<file path="src/rtl/alu_pkg.sv">
// Shared definitions for the ALU operand stage.
// Holds the ALU function encodings, the hard-wired zero register address
// and the two-state occupancy enum of the operand pipeline register.
package alu_pkg;

  localparam int unsigned F_W        = 3;
  localparam int unsigned REG_ADDR_W = 5;

  localparam logic [F_W-1:0] F_AND = 3'b000;
  localparam logic [F_W-1:0] F_OR  = 3'b001;
  localparam logic [F_W-1:0] F_ADD = 3'b010;
  localparam logic [F_W-1:0] F_SUB = 3'b110;
  localparam logic [F_W-1:0] F_SLT = 3'b111;

  // Register 0 reads as zero and must never pick up a forwarded value.
  localparam logic [REG_ADDR_W-1:0] REG_ZERO = '0;

  typedef enum logic {
    S_EMPTY = 1'b0,
    S_FULL  = 1'b1
  } stage_e;

endpackage

</file>
<file path="src/rtl/fwd_mux.sv">
// Forwarding select for one ALU operand.
// Ports:
//   src         - source register address held by the stage
//   reg_val     - register-file value captured with the operation
//   ex_*/wb_*   - write-back intent, destination and result of the two later stages
//   val         - resolved operand (combinational)
// EX is newer than WB, so it wins when both target the same register.
module fwd_mux
  import alu_pkg::*;
#(
  parameter int unsigned WIDTH = 32,
  parameter int unsigned RADDR = 5
) (
  input  logic [RADDR-1:0] src,
  input  logic [WIDTH-1:0] reg_val,
  input  logic             ex_regwrite,
  input  logic [RADDR-1:0] ex_dst,
  input  logic [WIDTH-1:0] ex_result,
  input  logic             wb_regwrite,
  input  logic [RADDR-1:0] wb_dst,
  input  logic [WIDTH-1:0] wb_result,
  output logic [WIDTH-1:0] val
);

  localparam logic [RADDR-1:0] ZERO = RADDR'(REG_ZERO);

  logic ex_hit;
  logic wb_hit;

  assign ex_hit = ex_regwrite && (ex_dst != ZERO) && (ex_dst == src);
  assign wb_hit = wb_regwrite && (wb_dst != ZERO) && (wb_dst == src);

  // Two-level priority select.
  always_comb begin
    val = reg_val;
    if (ex_hit) begin
      val = ex_result;
    end else if (wb_hit) begin
      val = wb_result;
    end
  end

endmodule

</file>
<file path="src/rtl/alu_operand_stage.sv">
// Operand pipeline register in front of the 32-bit ALU.
// Accepts decoded operands through a valid/ready handshake, forwards results
// from the EX/MEM and MEM/WB stages onto the held operands every cycle, and
// counts cycles in which a valid operand set is stalled by the ALU side.
// Ports:
//   clk, reset           - clock, synchronous active-high reset
//   in_valid/in_ready    - decode handshake (in_ready is combinational)
//   in_rd1, in_rd2       - register-file values for rs / rt
//   in_imm, in_alusrc    - immediate and B-operand select
//   in_f                 - ALU function code
//   in_rs, in_rt         - source register addresses
//   flush                - drop held and incoming operation
//   ex_*, wb_*           - forwarding sources from later stages
//   out_ready/out_valid  - ALU-side handshake
//   alu_a, alu_b, alu_f  - operands and function presented to the ALU
//   stall_count          - saturating count of stalled valid cycles
module alu_operand_stage
  import alu_pkg::*;
#(
  parameter int unsigned WIDTH = 32,
  parameter int unsigned RADDR = 5,
  parameter int unsigned CNT_W = 16
) (
  input  logic             clk,
  input  logic             reset,
  input  logic             in_valid,
  output logic             in_ready,
  input  logic [WIDTH-1:0] in_rd1,
  input  logic [WIDTH-1:0] in_rd2,
  input  logic [WIDTH-1:0] in_imm,
  input  logic             in_alusrc,
  input  logic [F_W-1:0]   in_f,
  input  logic [RADDR-1:0] in_rs,
  input  logic [RADDR-1:0] in_rt,
  input  logic             flush,
  input  logic             ex_regwrite,
  input  logic [RADDR-1:0] ex_dst,
  input  logic [WIDTH-1:0] ex_result,
  input  logic             wb_regwrite,
  input  logic [RADDR-1:0] wb_dst,
  input  logic [WIDTH-1:0] wb_result,
  input  logic             out_ready,
  output logic             out_valid,
  output logic [WIDTH-1:0] alu_a,
  output logic [WIDTH-1:0] alu_b,
  output logic [F_W-1:0]   alu_f,
  output logic [CNT_W-1:0] stall_count
);

  stage_e           state_q;
  logic [WIDTH-1:0] rd1_q;
  logic [WIDTH-1:0] rd2_q;
  logic [WIDTH-1:0] imm_q;
  logic             alusrc_q;
  logic [F_W-1:0]   f_q;
  logic [RADDR-1:0] rs_q;
  logic [RADDR-1:0] rt_q;
  logic [CNT_W-1:0] stall_q;

  logic             load;
  logic             stalled;
  logic [WIDTH-1:0] fwd_b;

  assign out_valid   = (state_q == S_FULL);
  assign in_ready    = !out_valid || out_ready;
  assign load        = in_valid && in_ready && !flush;
  assign stalled     = out_valid && !out_ready && !flush;
  assign stall_count = stall_q;
  assign alu_f       = f_q;

  // Occupancy FSM, operand capture and stall counter.
  always_ff @(posedge clk) begin
    if (reset) begin
      state_q  <= S_EMPTY;
      rd1_q    <= '0;
      rd2_q    <= '0;
      imm_q    <= '0;
      alusrc_q <= 1'b0;
      f_q      <= '0;
      rs_q     <= '0;
      rt_q     <= '0;
      stall_q  <= '0;
    end else begin
      if (load) begin
        rd1_q    <= in_rd1;
        rd2_q    <= in_rd2;
        imm_q    <= in_imm;
        alusrc_q <= in_alusrc;
        f_q      <= in_f;
        rs_q     <= in_rs;
        rt_q     <= in_rt;
      end

      case (state_q)
        S_EMPTY: if (load) state_q <= S_FULL;
        S_FULL: begin
          if (flush) begin
            state_q <= S_EMPTY;
          end else if (!load && out_ready) begin
            state_q <= S_EMPTY;
          end
        end
        default: state_q <= S_EMPTY;
      endcase

      if (stalled && (stall_q != '1)) begin
        stall_q <= stall_q + CNT_W'(1);
      end
    end
  end

  fwd_mux #(.WIDTH(WIDTH), .RADDR(RADDR)) u_fwd_a (
    .src         (rs_q),
    .reg_val     (rd1_q),
    .ex_regwrite (ex_regwrite),
    .ex_dst      (ex_dst),
    .ex_result   (ex_result),
    .wb_regwrite (wb_regwrite),
    .wb_dst      (wb_dst),
    .wb_result   (wb_result),
    .val         (alu_a)
  );

  fwd_mux #(.WIDTH(WIDTH), .RADDR(RADDR)) u_fwd_b (
    .src         (rt_q),
    .reg_val     (rd2_q),
    .ex_regwrite (ex_regwrite),
    .ex_dst      (ex_dst),
    .ex_result   (ex_result),
    .wb_regwrite (wb_regwrite),
    .wb_dst      (wb_dst),
    .wb_result   (wb_result),
    .val         (fwd_b)
  );

  // Immediates bypass forwarding entirely.
  assign alu_b = alusrc_q ? imm_q : fwd_b;

endmodule

</file>
<file path="config.mk">
export PLATFORM = sky130hd
export DESIGN_NAME = alu_operand_stage
export DESIGN_NICKNAME = d
export VERILOG_FILES = /design/src/rtl/alu_pkg.sv /design/src/rtl/fwd_mux.sv /design/src/rtl/alu_operand_stage.sv
export SDC_FILE = /design/constraint.sdc
export NUM_CORES = 1
export LEC_CHECK = 0
export ABC_AREA = 1
export CAP_MARGIN = 20
export CORE_MARGIN = 5
export CORE_UTILIZATION = 45
export CTS_CLUSTER_DIAMETER = 200
export DETAILED_ROUTE_END_ITERATION = 16
export PLACE_DENSITY = 0.8
export SETUP_SLACK_MARGIN = 0.3
export SYNTH_ARGS = -nofsm -noshare
export SYNTH_HDL_FRONTEND = slang
export SYNTH_SLANG_ARGS = --single-unit
export TNS_END_PERCENT = 10
</file>
<file path="constraint.sdc">
create_clock -name clk -period 1.71 [get_ports clk]
set_input_delay 0.342 -clock clk [delete_from_list [all_inputs] [get_ports clk]]
set_output_delay 0.342 -clock clk [all_outputs]
set_load 0.01 [all_outputs]
</file>
# Word level (Yosys, flattened, before mapping)
# Index checks and enable logic that the tools add are counted.
[classes]
addsub = 1
eq_ne = 5
bitwise_logic = 1
mux = 9
reduce_logical = 19
[ops]
columns = ["cell", "count"]
rows = [
  ["2-to-1 mux 32 bit", 5],
  ["== test 5 bit", 4],
  ["adder 16 x 1 -> 16 bit (second input constant)", 1],
  ["!= test 16 bit (second input constant)", 1],
  ["logical AND 1 bit", 12],
  ["nonzero test 5 bit", 2],
  ["logical NOT 1 bit", 4],
  ["2-to-1 mux 1 bit", 3],
  ["one-hot mux 1 bit (2 select lines)", 1],
  ["logical OR 1 bit", 1],
  ["NOT 1 bit", 1],
]
[word_totals]
regBits = 127
elab_cells = 44
in_bits = 191
out_inout_bits = 85

# Longest topological paths before layout
# Gate-level depths: netlist of run 1.
[depth]
word_depth = 9
depth_mapped = 11
ltp_nobuf = 10

# Cells and area by module
# Synthesis of run 1 repeated with hierarchy kept, for this count alone.
[unflattened]
hier_cells = 1280
hier_area_um2 = 8164.1
[modules_own_cells]
columns = ["module", "seq_area_each_um2", "cells_per_inst", "instances", "area_each_um2"]
rows = [
  ["alu_operand_stage", 2542.4, 684, 1, 5208.7],
  ["fwd_mux", 0.0, 298, 2, 1477.7],
]

# Least setup slack after synthesis of run 1
# No wires, ideal clock.
[synth_timing]
path_kind = "flip-flop to output port"
startpoint = "register rt_q[4]"
endpoint = "output port alu_b[10]"
path_stages_with_launch = 8
n_path_buf = 1
slack_ns = 0.100
arrival_time_ns = 1.268
t_required_ns = 1.368
path_cell_list = "dfxtp_1 > xor2_1 > nor2_2 > clkbuf_1 > nand3_1 > nand3_1 > nand2_1 > nand2_1"
[synth_between]
elab_chain_len = 5
word_cells_on_any_way = 7
classes_between = "eq/ne: 2; mux: 3; reduce/logical: 2"
[synth_lines]
columns = ["element", "line_no", "source"]
rows = [
  ["start, declared", "alu_operand_stage.sv:57", "logic [RADDR-1:0] rt_q;"],
  ["start signal, assigned", "alu_operand_stage.sv:91", "rt_q <= in_rt;"],
  ["== test 5 bit", "fwd_mux.sv:31", "assign wb_hit = wb_regwrite && (wb_dst != ZERO) && (wb_dst == src);"],
  ["logical AND 1 bit", "fwd_mux.sv:31", ""],
  ["2-to-1 mux 32 bit", "fwd_mux.sv:38", "end else if (wb_hit) begin"],
  ["2-to-1 mux 32 bit *", "fwd_mux.sv:36", "if (ex_hit) begin"],
  ["2-to-1 mux 32 bit *", "alu_operand_stage.sv:137", "assign alu_b = alusrc_q ? imm_q : fwd_b;"],
  ["end, declared", "alu_operand_stage.sv:45", "output logic [WIDTH-1:0] alu_b,"],
]
# Every way passes the cells marked *; elsewhere a longest branch is shown, timed or not.

# Worst setup path in the final report of run 1
[layout_timing]
startpoint = "register rs_q[0]"
endpoint = "output port alu_a[25]"
[layout_between]
elab_chain_len = 4
word_cells_on_any_way = 6
classes_between = "eq/ne: 2; mux: 2; reduce/logical: 2"
[layout_lines]
columns = ["element", "line_no", "source"]
rows = [
  ["start, declared", "alu_operand_stage.sv:56", "logic [RADDR-1:0] rs_q;"],
  ["start signal, assigned", "alu_operand_stage.sv:90", "rs_q <= in_rs;"],
  ["== test 5 bit", "fwd_mux.sv:31", ""],
  ["logical AND 1 bit", "fwd_mux.sv:31", ""],
  ["2-to-1 mux 32 bit", "fwd_mux.sv:38", ""],
  ["2-to-1 mux 32 bit *", "fwd_mux.sv:36", ""],
  ["end, declared", "alu_operand_stage.sv:44", "output logic [WIDTH-1:0] alu_a,"],
]
# Marks and branches as above.

==> run summary, run 1 <==
The die covers 19100 um2. After synthesis, the mean cell area works out to 6.09 um2. The run gives -0.682 ns as the final critical-path setup slack. The leading area contributor after synthesis is sky130_fd_sc_hd__dfxtp_1.

The share of final-layout standard cells stronger than drive strength 1 was 21.1%; the largest voltage drop on the vdd net was 0.741 mV. The portion of netlist area occupied by mux cells was 0%; the number of maximum-capacitance constraint violations was 0. The net count of the finished layout is 1706. At the pin with the least slew margin, the transition time is 0.502 ns. The logs give 0.43 ns for the source-to-sink clock delay at the later pin of the worst-skew pair and 0 for the number of warning messages in the yosys log. Counting the fill cells in the layout gives 1314. The number of hold buffers added after CTS was 0. The fraction of the mapped netlist area in adder cells was 0.169%. The static power due to leakage was 5.56 nW.

The tools report the maximum clock frequency as 418 MHz. Along the worst path, the maximum fanout reaches 32. The tools report the final number of max-transition violations as 0. At the end of routability-driven placement, the weighted congestion stood at 0.931. In this run the count of I/O pins placed on the die edge is 276. The initial utilization of the core area, before any placement, comes to 45.3%. The cell count after synthesis came out at 1218. For this design the ratio of total power to cell area is 774 nW/um2. TritonCTS built the clock tree. The endpoint identified for the worst register-to-register timing path is stall_count[9]$_SDFFE_PP0P_. The tree is rooted in a sky130_fd_sc_hd__clkbuf_16.

Summing the sequential cell areas from Yosys gives 34.3% of the chip area. The region available for standard cell placement spans 16300 um2. The flow ran to the end, but the final reports show violations. By instance count, the leading cell after synthesis is sky130_fd_sc_hd__nand2_1. The tools report the number of antenna violations at the first check in global routing as 4. The most used flip-flop cell after synthesis was sky130_fd_sc_hd__dfxtp_1. For this run, design rule violations remaining after detail routing come to 0. Global routing finished with a remaining overflow of 0. The final layout contains routed wiring with a total length of 30300 um. The worst pin sits at a relative slew slack of 66.4%. For the maximum level of the CTS H-tree, the log shows 4.

The path depth of the worst reg2reg path works out to 9. The pin count of the biggest net entering global routing came out at 61. The number of instances on the worst hold path works out to 2. The final setup skew came out at 0.00724 ns. The longest clock path from root to sink contains 2 buffers. The post-synthesis to final-layout area growth was 63.5%; the HPWL reported at the end of detailed placement was 20100 um.

Fraction of registers with async set/reset: 0%. The tools report the post-synthesis net count as 1410. The tools report the synthesized area as 7410 um2. In this run, the number of DRC markers left after iteration 0 of detailed routing was 952. Buffers inserted during clock tree synthesis total 17.

The run gives 0 as the number of hold violations in the final report. The worst setup path is captured at an output pin. The register bit total from synthesis came out at 127. The startpoint identified for the worst register-to-register timing path is stall_count[0]$_SDFFE_PP0P_. The first global-routing pass estimated 46700 um of wire.

The global-route total usage across every layer is 30.2%, and the number of buffers added on ports is 275. After synthesis, the cell types taking the most area are sky130_fd_sc_hd__dfxtp_1, sky130_fd_sc_hd__nand2_1, sky130_fd_sc_hd__nand3_1, sky130_fd_sc_hd__nor2_1, sky130_fd_sc_hd__o21ai_0. The via count is 9238, and the x dimension of the die is 138 um. The tools report the via count of the first global-routing pass as 8846.

The worst hold path begins at rd1_q[15]$_SDFFE_PP0P_. The wire length per cell came out at 17.3 um. The commonest cells after synthesis are sky130_fd_sc_hd__nand2_1, sky130_fd_sc_hd__nor2_1, sky130_fd_sc_hd__nand3_1. At the end of the flow the core is filled with cells to 74.1%. The chip height was 138 um; the number of detailed-route iterations in the first pass was 8. The final reports fail on negative setup slack. The tools report the worst reg-to-reg setup slack as 0.08 ns. Main combinational cell family by area after synthesis: simple AND/OR/NAND/NOR gates. Synthesis instantiated 27 different standard cells from the library.

Type of the setup path with the least slack: register to output pin. Launching element type of the critical path: a register. After clock tree synthesis, the clock-pin slew on the worst setup and hold paths is 0.06 ns. CTS saw 127 sinks. Share of the clock period used by the worst path: 140%. Summing the areas of all xor and xnor instances in the mapped netlist gives 2.72% of the synthesized area.

STA puts the critical path data arrival time at 2.05 ns. For hold timing, the worst endpoint is rd1_q[15]$_SDFFE_PP0P_. The fraction of post-synthesis cell area in the top cell type by area is 34.3%. The shortest clock period the worst path allows after layout was 2.39 ns; the post-synthesis compound-gate area fraction was 12.0%. The placement-stage worst setup slack is -1.07 ns. For the required time at the worst-slack endpoint, the log shows 1.37 ns. Setup repair after global routing could not meet its margin everywhere. After floorplanning, the core was divided into 47 placement rows. Counting flops with a built-in enable in the synthesized netlist gives 0. The min-delay analysis places its worst path in the category register to register.

Setup violations remaining at the end of the flow were counted as 64. The area share of and/or/nand/nor cells after synthesis is 39.7%, and the number of antenna-violating nets in the routed design is 0. The average vias per placed instance was 5.28.
kinds of logic (layout without fill, tap and decap cells):
family / after synthesis / after routing
adders and majority gates: 1 / 1
buffers and inverters: 208 / 517
and+or+nand+nor: 689 / 689
xor gates and xnor gates: 23 / 23
other: 0 / 4
DFF: 127 / 127
AOI/OAI and AO/OA: 170 / 170
report_power, final:
part	switching (W)	internal [W]	leakage, nW
Combinational	0.00110	0.00111	4.19
Clock	0.00136	0.00258	0.315
Sequential	0.0000978	0.00313	1.06
registers in the layout (all words and copies together) (netlist names):
name / count
rd1_q: 32
stall_count: 16
alusrc_q: 1
imm_q: 32
rd2_q: 32
rt_q: 5
out_valid: 1
alu_f: 3
rs_q: 5
per-stage QoR:
stage	std cells	hold WS [ns]	power [W]	area (um2)	TNS (ns)
6_report	1751	0.452	0.00938	12100	-37.74
5_1_grt	1751	0.475	0.00975	12100	-44.46
4_1_cts	1747	0.453	0.00935	12100	-38.23
3_5_place_dp	1693	0.446	0.00538	10900	-69.76
3_3_place_gp	1693	0.438	0.00535	10900	-67.30
2_1_floorplan	1218	0.411	0.00418	7530	0
metal layers:
layer  track usage [%]  part of all wire [%]
met1              36.2                    38
met2              51.2                    49
met3              7.60                   8.3
met4              13.7                   4.0
met5                 0                     0
placed cells by master, fill, tap and decap left out, drive strengths merged, types with 13 or more instances in the layout:
cell type / n
a21oi: 53
buf: 130
clkbuf: 26
clkdlybuf4s15: 27
clkdlybuf4s50: 179
dfxtp: 127
dlygate4sd2: 13
inv: 128
nand2: 326
nand3: 140
nand3b: 33
nor2: 183
o21ai: 117
xor2: 14
cell type report:
| class | count | area (um2) | area share, % |
|---|---|---|---|
| Antenna cell | 4 | 10.0 | 0.0826 |
| Multi-Input combinational cell | 883 | 4380 | 36.1 |
| Timing Repair Buffer | 355 | 3710 | 30.6 |
| Sequential cell | 127 | 2600 | 21.4 |
| Tap cell | 220 | 275 | 2.27 |
| Inverter | 130 | 504 | 4.16 |
| Clock buffer | 21 | 480 | 3.97 |
| Clock inverter | 11 | 160 | 1.32 |
critical path, stage by stage, from the launching register on:
cell and delay (ns):
sky130_fd_sc_hd__dfxtp_4 0.36, sky130_fd_sc_hd__xnor2_1 0.17, sky130_fd_sc_hd__nand3_1 0.15, sky130_fd_sc_hd__nor2_4 0.16, sky130_fd_sc_hd__buf_12 0.22, sky130_fd_sc_hd__nand3b_1 0.12, sky130_fd_sc_hd__nand3_1 0.11, sky130_fd_sc_hd__nand2_2 0.05
sky130_fd_sc_hd__dlygate4sd2_1 0.28
how the worst max path moves through the flow:
stage	from	endpoint	slack, ns	cells past startpoint
after floorplan	wb_dst[3]	alu_b[10]	0.15	8
after global placement	wb_dst[0]	alu_a[2]	-1.05	10
after detailed placement	ex_dst[0]	alu_a[11]	-1.07	10
after CTS	rt_q[0]$_SDFFE_PP0P_	alu_b[1]	-0.70	15
after global routing	rt_q[3]$_SDFFE_PP0P_	alu_b[12]	-0.81	15
final	rs_q[0]$_SDFFE_PP0P_	alu_a[25]	-0.68	8
what timing repair did:
item                       4_1_cts  5_1_grt
buffers inserted                16        0
setup endpoints to repair      101      138
pin swaps                       51       30
cloned                           6        0
resized for setup              390       52
Power figures use the tool's default switching activity.
==> run 2: changes to the inputs <==
--- a/config.mk
+++ b/config.mk
@@ -9,10 +9,11 @@
 export CAP_MARGIN = 20
 export CORE_MARGIN = 5
 export CORE_UTILIZATION = 45
-export CTS_CLUSTER_DIAMETER = 200
+export CTS_CLUSTER_DIAMETER = 80
 export DETAILED_ROUTE_END_ITERATION = 16
 export PLACE_DENSITY = 0.8
 export SETUP_SLACK_MARGIN = 0.3
+export SLEW_MARGIN = 20
 export SYNTH_ARGS = -nofsm -noshare
 export SYNTH_HDL_FRONTEND = slang
 export SYNTH_SLANG_ARGS = --single-unit
==> results of run 2 <==
Final layout, timing and power as in run 1 (identical DEF).
